--- src/rtl/mem_port_arbiter_pkg.sv ---
// mem_port_arbiter_pkg: FSM states, port identifiers and default timeout shared by the arbiter files
package mem_port_arbiter_pkg;
    typedef enum logic [1:0] {IDLE, ACCESS, RESP} state_t;
    localparam logic PORT_IF = 1'b0;
    localparam logic PORT_LS = 1'b1;
    localparam int DEFAULT_TIMEOUT = 255;
endpackage

--- src/rtl/mem_port_arbiter_arb_select.sv ---
// arb_select: combinational winner pick between the fetch and load/store requests
module arb_select
    import mem_port_arbiter_pkg::*;
(
    input  logic if_req,
    input  logic ls_req,
    input  logic rr_ptr,
    output logic any_req,
    output logic winner
);
    // contention goes to the pointer port, otherwise the lone requester wins
    always_comb begin
        any_req = if_req | ls_req;
        winner  = (if_req && ls_req) ? rr_ptr : (ls_req ? PORT_LS : PORT_IF);
    end
endmodule

--- src/rtl/mem_port_arbiter.sv ---
// mem_port_arbiter: fetch and load/store ports sharing one single-outstanding memory port.
// Define MEM_ARB_RR_EN for round-robin arbitration; otherwise load/store has fixed priority.
module mem_port_arbiter
    import mem_port_arbiter_pkg::*;
#(
    parameter int TIMEOUT = DEFAULT_TIMEOUT
) (
    input  logic        clk,
    input  logic        rst_n,
    input  logic        if_req,
    input  logic [31:0] if_addr,
    output logic        if_gnt,
    output logic        if_rvalid,
    input  logic        ls_req,
    input  logic        ls_we,
    input  logic [3:0]  ls_be,
    input  logic [31:0] ls_addr,
    input  logic [31:0] ls_wdata,
    output logic        ls_gnt,
    output logic        ls_rvalid,
    output logic [31:0] rsp_rdata,
    output logic        rsp_err,
    output logic        mem_req,
    output logic        mem_we,
    output logic [3:0]  mem_be,
    output logic [31:0] mem_addr,
    output logic [31:0] mem_wdata,
    input  logic [31:0] mem_rdata,
    input  logic        mem_ready
);
    state_t     state;
    logic       owner;
    logic [7:0] wait_cnt;
    logic       any_req;
    logic       winner;
    logic       rr_ptr;

`ifndef MEM_ARB_RR_EN
    assign rr_ptr = PORT_LS;
`endif

    arb_select u_sel (
        .if_req  (if_req),
        .ls_req  (ls_req),
        .rr_ptr  (rr_ptr),
        .any_req (any_req),
        .winner  (winner)
    );

    // grant in IDLE, run the access with a timeout, present the response for one cycle
    always_ff @(posedge clk or negedge rst_n) begin
        if (!rst_n) begin
            state     <= IDLE;
            owner     <= PORT_IF;
            wait_cnt  <= '0;
            if_gnt    <= 1'b0;
            ls_gnt    <= 1'b0;
            if_rvalid <= 1'b0;
            ls_rvalid <= 1'b0;
            rsp_rdata <= '0;
            rsp_err   <= 1'b0;
            mem_req   <= 1'b0;
            mem_we    <= 1'b0;
            mem_be    <= '0;
            mem_addr  <= '0;
            mem_wdata <= '0;
`ifdef MEM_ARB_RR_EN
            rr_ptr    <= PORT_LS;
`endif
        end else begin
            if_gnt    <= 1'b0;
            ls_gnt    <= 1'b0;
            if_rvalid <= 1'b0;
            ls_rvalid <= 1'b0;
            case (state)
                IDLE: if (any_req) begin
                    state     <= ACCESS;
                    owner     <= winner;
                    wait_cnt  <= '0;
                    if_gnt    <= winner == PORT_IF;
                    ls_gnt    <= winner == PORT_LS;
                    mem_req   <= 1'b1;
                    mem_we    <= winner == PORT_LS && ls_we;
                    mem_be    <= winner == PORT_LS ? ls_be : 4'hF;
                    mem_addr  <= winner == PORT_LS ? ls_addr : if_addr;
                    mem_wdata <= winner == PORT_LS ? ls_wdata : 32'h0;
`ifdef MEM_ARB_RR_EN
                    rr_ptr    <= ~winner;
`endif
                end
                ACCESS: if (mem_ready) begin
                    state     <= RESP;
                    mem_req   <= 1'b0;
                    rsp_rdata <= mem_rdata;
                    rsp_err   <= 1'b0;
                    if_rvalid <= owner == PORT_IF;
                    ls_rvalid <= owner == PORT_LS;
                end else if (wait_cnt == 8'(TIMEOUT - 1)) begin
                    state     <= RESP;
                    mem_req   <= 1'b0;
                    rsp_rdata <= '0;
                    rsp_err   <= 1'b1;
                    if_rvalid <= owner == PORT_IF;
                    ls_rvalid <= owner == PORT_LS;
                end else begin
                    wait_cnt  <= wait_cnt + 8'd1;
                end
                RESP:    state <= IDLE;
                default: state <= IDLE;
            endcase
        end
    end
endmodule

--- config.mk ---
export PLATFORM = sky130hd
export DESIGN_NAME = mem_port_arbiter
export DESIGN_NICKNAME = d
export VERILOG_FILES = /design/src/rtl/mem_port_arbiter_pkg.sv /design/src/rtl/mem_port_arbiter_arb_select.sv /design/src/rtl/mem_port_arbiter.sv
export SDC_FILE = /design/constraint.sdc
export NUM_CORES = 1
export LEC_CHECK = 0
export CORE_ASPECT_RATIO = 0.75
export CORE_MARGIN = 4
export CORE_UTILIZATION = 35
export CTS_CLUSTER_DIAMETER = 100
export DETAILED_ROUTE_END_ITERATION = 8
export MAX_ROUTING_LAYER = met4
export PLACE_DENSITY_LB_ADDON = 0.08
export SYNTH_ARGS = -nofsm -noshare
export SYNTH_HDL_FRONTEND = slang
export SYNTH_HIERARCHICAL = 1
export SYNTH_SLANG_ARGS = --single-unit
--- constraint.sdc ---
create_clock -name clk -period 1.6 [get_ports clk]
set_input_delay 0.4 -clock clk [delete_from_list [all_inputs] [get_ports clk]]
set_output_delay 0.4 -clock clk [all_outputs]
set_load 0.03 [all_outputs]
==> reports/summary.txt <==
Critical path type - flip-flop to primary output
Startpoint Class - flip-flop
R2R Setup Slk - 0.09 ns
Detailed Place HPWL - 10300 microns
Unrepaired setup endpoints after global routing - false
Vias in the first global route - 4194
Outcome - finished, final reports clean
Comb pwr share - 46.9%
Antenna violations before repair - 0
Net count, final - 849
Setup-failing EPs final - 0
CP max stage cell - dlygate4sd2_1
Synth Warn # - 6
Critical Path End Type - primary output
Num rows - 37
Worst Path Max Fanout - 2
Initial cell density of the core - 35.7%
P_leak - 0.00393 uW
Crit. path cell count - 1
Sequential share of power - 31.5%
FF+latch count, synth - 118
CTS tree - built
Crit path launch - mem_addr[28]
Remaining antenna violation count - 0
Clk pwr share - 21.7%
Max VDD drop - 0.754 mV
Highest Clock Rate - 0.635 GHz
CTS Sinks - 118
Avg Cell Area, Syn - 10.8 sq um
Pwr Density - 1970 nW/um^2
Vias - 4267
Util after Layout - 59.6%
Place WS - -0.342 ns
Final WS setup - 0.0253 ns
Largest net degree at the start of global routing - 69
Critical Path Max Stage Delay - 0.41 ns
Vias per Instance - 4.76
# fillers - 1162
Area of the die - 15900 sq um
Worst R2R End - wait_cnt[6]
Net Sw Frac - 42.0%
Commonest cells post-synth - 118 x dfrtp_1, 104 x nand2_1, 39 x nand3_1
GRT Residual Overflow - 0
Most common cell in the netlist - dfrtp_1
Net Switching - 6720 uW
Top Family by Delay on Critical Path - buffers and inverters
Global-route wire length before repair - 21200 microns
Cells after synthesis - 451
Area grow syn2layout - 67.2%
WHS - 0.336 ns
Worst endpoint required time - 1.20 ns
IO buf count - 244
Share of layout cells above drive strength 1 - 12.0%
Worst-case clock skew - 0.00911 ns
EDFF count, synth - 0
CTS H-tree lvls - 4
Die Wd - 144 microns
Worst Hold Class - input pin to async pin
CTS Root Cell - clkbuf_16
TritonCTS buffer count - 17
Final period util - 98.4%
Worst skew pair latency - 0.41 ns
Synth Net Count - 591
Final hold vios - 0
Arrival time at the worst endpoint - 1.17 ns
Placer Congestion - 0.876
Critical Path Sink - mem_addr[28]
Clk slew on worst S/H paths - 0.05 ns
Fraction of registers with async set/reset - 100%
Ant diodes - 0
Unique cell type count in the Yosys netlist - 37
Top-area cell type share of the netlist area - 60.6%
P_int - 9290 uW
Reg2reg path depth - 8
Total Routing Usage GR - 18.0%
Tmin final - 1.57 ns
Mapped Area - 4870 sq um
Synth area leader - dfrtp_1
I/O pins - 245
Core area - 13700 sq um
TritonRoute pass-1 iters - 5
Final WL - 14200 microns
DRC - 0
Synth Flop Type - dfrtp_1
CP Buf/Inv Count - 1
R2r startpoint - wait_cnt[0]
Bufs on Longest Clock Path - 2
Critical path, cell by cell - dlygate4sd2_1
Sequential fraction of the synthesis area - 60.6%
Die H - 110 microns
Iter 0 DRT Violations - 188
DR WL/cell - 15.9 microns
Final max-slew violation count - 0
Top post-synthesis cells by area - dfrtp_1 61%, nand2_1 8.0%, mux2i_1 6.6%
Max Cap Viol - 0
## metrics by stage
step                TNS (ns)  instance area [sq um]  cells  power, uW
finish                     0                   8140    897      16000
global route               0                   8140    897      16900
CTS                        0                   8150    897      16200
detailed placement    -22.22                   7700    864      13400
global placement      -19.97                   7700    864      13300
floorplan                  0                   4870    451       9520
## worst min-delay path by stage
stage	from	end	slack, ns	depth (start not counted)
final	rst_n	if_gnt	0.34	2
after global routing	rst_n	if_gnt	0.33	2
after CTS	rst_n	if_gnt	0.32	2
after detailed placement	rst_n	if_gnt	0.20	1
after global placement	rst_n	if_gnt	0.20	1
after floorplan	rst_n	if_gnt	0.10	0
## cells by family (layout without fill, tap and decap cells)
kind of cell,after synthesis,count (layout),share of synthesized area (%)
AO/OA/AOI/OAI,87,87,12.5
buffers and inverters,42,313,4.19
other,1,1,0.0770
adder cells (fa/ha/maj),2,2,0.514
multiplexers,32,32,6.58
flip-flops,118,118,60.6
AND/OR/NAND/NOR,169,169,15.5
## power by group through the flow
stage	Clock [uW]	Combinational (uW)	Sequential [uW]
after global placement	0	8270	5020
after floorplan	0	2060	7460
after CTS	3580	7560	5020
final	3470	7500	5040
after global routing	3720	8030	5190
after detailed placement	0	8320	5080
## what timing repair did
action	4_1_cts	5_1_grt
endpoints found under the hold margin	46	0
pin swaps	0	1
endpoints found under the setup margin	106	84
buffers inserted	0	0
hold buffers	1	0
gates resized for setup	131	69
## routing by layer
metal | up-vias | global-route usage [%] | part of all wire (%)
met3 | 20 | 7.29 | 9.8
met2 | 191 | 25.6 | 45
met5 | - | - | 0
met1 | 1988 | 22.7 | 43
li1 | 2068 | - | -
met4 | 0 | 7.79 | 2.0
## layout by cell type (no fill, tap or decap), drive strengths merged, types with 2 or more instances in the layout
cell type | netlist | routed
a21o | 3 | 3
a31oi | 9 | 9
o21ai | 35 | 35
clkinv | 0 | 7
clkbuf | 8 | 39
and3 | 2 | 2
ha | 2 | 2
nand2 | 104 | 104
clkdlybuf4s15 | 0 | 56
nor2 | 13 | 13
inv | 10 | 10
nor2b | 2 | 2
buf | 24 | 28
mux2i | 32 | 32
clkinvlp | 0 | 2
dlygate4sd2 | 0 | 33
clkdlybuf4s50 | 0 | 136
and2 | 3 | 3
a22o | 32 | 32
a221o | 2 | 2
nand3 | 39 | 39
dfrtp | 118 | 118
## sequential cells by signal (all words and copies together) (netlist names), 2 cells and up
name,count
mem_addr,32
mem_be,4
mem_wdata,32
rsp_rdata,32
state,2
wait_cnt,8
## layout make-up
type	count	area, sq um	area share, %
flip-flops and latches	118	2950	36.3
repair buffers	271	2640	32.5
multi-input cells	291	1740	21.4
clock buffers	22	464	5.70
well taps	175	219	2.69
clock inverters	10	80.1	0.984
inverters	10	37.5	0.461
No activity file was read; power rests on OpenSTA's default activity.
==> edit: new RTL, same settings <==
`DEFAULT_TIMEOUT`: 255 -> 128.
--- a/src/rtl/mem_port_arbiter_pkg.sv
+++ b/src/rtl/mem_port_arbiter_pkg.sv
@@ -3,6 +3,6 @@
     typedef enum logic [1:0] {IDLE, ACCESS, RESP} state_t;
     localparam logic PORT_IF = 1'b0;
     localparam logic PORT_LS = 1'b1;
-    localparam int DEFAULT_TIMEOUT = 255;
+    localparam int DEFAULT_TIMEOUT = 128;
 endpackage
 
Formal check against the unedited RTL: same outputs for any inputs over 4 cycles, from zero or initial values and one cycle with rst_n low; that may be too few to reach the edited logic, so the function may still have changed.
==> edit against the unedited design <==
  * First-iteration DRC count is 29% higher
  * Largest cell class unchanged
  * Die area is 0.93% lower
  * Wire length up 4.4%
  * Worst setup slack better by 0.012 ns
  * Largest power group unchanged
  * Combinational power fell by 2%
  * Sequential power is 2% lower
  * Utilization rose by 2.3 points
  * Highest routed layer unchanged
  * Power grew 0.95%
  * Design area is 0.66% higher
  * Synthesized area shrank 1.0%
  * Critical path type unchanged
  * Via count rose by 0.89%
  * Sequential cell count did not move
==> edit: results (changes against the unedited design) <==
| Metric | Value |
|---|---|
| Total gr overflow | `0 (unchanged)` |
| Drt pass-1 iters | `5 (unchanged)` |
| RePlAce Congestion | `0.7983 (was 0.8759)` |
| P_leak | `3.929 nW (was 3.931 nW)` |
| Detail Placement HPWL | `10880 µm (was 10330 µm)` |
| Pin count of the biggest net entering global routing | `57 (was 69)` |
| Async S/R FF share, synth | `100.0% (unchanged)` |
| Synthesized instance count | `448 (was 451)` |
| Setup slack at placement | `-0.2502 ns (was -0.3418 ns)` |
| Final wirelength | `14840 µm (was 14220 µm)` |
| Status | `finished clean (unchanged)` |
| Hold_ws | `0.3463 ns (was 0.3361 ns)` |
| First-pass GRT wire length | `22350 µm (was 21220 µm)` |
| YS warnings | `6 (unchanged)` |
| Initial DRC count | `242 (was 188)` |
| Number of global-route vias before repair | `4265 (was 4194)` |
| Syn-to-layout area delta | `69.97% (was 67.16%)` |
| Post-DP Area | `0.007606 mm² (was 0.007699 mm²)` |
| FF-to-FF Start | `wait_cnt[1] (was wait_cnt[0])` |
| Vias/cell | `4.843 (was 4.757)` |
| CTS buffer count | `17 (unchanged)` |
| Number of diodes | `0 (unchanged)` |
| Via count | `4305 (was 4267)` |
| Layout cell share with drive strength beyond 1 | `11.00% (was 12.05%)` |
| Synth Net Count | `587 (was 591)` |
| Routed Antenna Nets | `0 (unchanged)` |
| Drt drc | `0 (unchanged)` |
| Number of cells after detailed placement | `853 (was 864)` |
| Netlist cell types | `37 (unchanged)` |
| Sequential area share after synthesis | `61.25% (was 60.64%)` |
| CP top delay family | `buffers and inverters (unchanged)` |
| PortBufs | `244 (unchanged)` |
| Commonest cells in the netlist | `118 x dfrtp_1, 102 x nand2_1, 37 x nand3_1, 37 x o21ai_0 (was 118 x dfrtp_1, 104 x nand2_1, 39 x nand3_1)` |
| Clock slew at reported path FFs | `about 0.060 ns` |
| Worst-Skew Late Latency | `0.41 ns (about the same)` |
| Worst reg-to-reg setup slack | `0.07 ns (was 0.09 ns)` |
| Regs by FF count | `mem_addr (32), mem_wdata (32), rsp_rdata (32) (unchanged)` |
| Root Buffer Master | `clkbuf_16 (unchanged)` |
| Area contributors post-synth | `dfrtp_1 61%, nand2_1 7.9%, mux2i_1 6.6% (was dfrtp_1 61%, nand2_1 8.0%, mux2i_1 6.6%)` |
| Slowest-stage cell, CP | `dlygate4sd2_1 (unchanged)` |
| CTS H-tree depth | `4 (unchanged)` |
| Arrival time worst endpoint | `1.16 ns` |
| Crit path max fanout | `2 (unchanged)` |
| Clk_skew | `0.008109 ns (was 0.009114 ns)` |
| Reg2Reg Depth | `6 (was 8)` |
| CTS max path bufs | `2 (unchanged)` |
| Max VDD drop | `1.016 mV (was 0.7538 mV)` |
| RR Endpoint | `rsp_rdata[11] (was wait_cnt[6])` |
| Initial antenna violation count | `0 (unchanged)` |
| All-Layer GR Usage | `18.98% (was 17.95%)` |
| Max incr delay on CP | `0.41 ns (about the same)` |
| Fill count | `1100 (was 1162)` |
| HP Class | `in -> async (unchanged)` |
[edit: cell types whose count changed in the layout (fill, tap and decap cells not counted), moves of 5 or more]
cell           unedited run  this run
o21ai_0                   1        37
clkinv_4                  0         5
dlygate4sd2_1            33        41
clkbuf_2                 17        11
o21ai_1                  33         0
clkinv_2                  7         1
[edit: layout make-up]
cell class | count | share of cell area (%)
repair buffers | 269 | 32.33
multi-input cells | 291 | 21.22
inverters | 9 | 0.4123
flip-flops and latches | 118 | 36.04
clock buffers | 17 | 5.192
well taps | 171 | 2.611
clock inverters | 14 | 2.199
[edit: timing repair]
item,CTS,global route
endpoints found under the hold margin,3,0
resized for setup,119,69
gates cloned,0,1
pin swaps,1,2
hold buffers,1,0
setup endpoints to repair,108,97
setup buffers,2,1
[edit: cells by family (layout without fill, tap and decap cells)]
family	after synthesis	in the layout	share of synthesized area (%)
other cells	1	1	0.07779
fa+ha+maj	1	1	0.2595
compound gates	91	91	12.80
mux	32	32	6.644
flops	118	118	61.25
simple gates	165	166	15.03
buf+inv	40	309	3.945
[edit: worst max path at each step]
stage,start,cells after the start,slack [ns],endpoint
3_3_place_gp,ls_req,5,-0.24,mem_addr[9]
5_1_grt,wait_cnt[0],6,-0.003,rsp_rdata[23]
2_1_floorplan,wait_cnt[0],6,0.16,rsp_rdata[0]
3_5_place_dp,ls_req,5,-0.25,mem_addr[8]
4_1_cts,rsp_rdata[23],1,0.002,rsp_rdata[23]
6_report,mem_addr[31],1,0.04,mem_addr[31]
[edit: layer usage]
metal  vias to the layer above  global-route usage, %  share of wire, %
met1                      2079                  23.03                41
met5                         -                      -                 0
met2                       138                  31.32                51
met3                        19                  4.870               6.3
li1                       2069                      -                 -
met4                         0                  6.183               1.6
[edit: power by group]
part           internal [mW]  switching, mW
clock                   2.45           1.42
combinational           2.67           4.70
sequential              4.27          0.655
total                   9.39           6.77
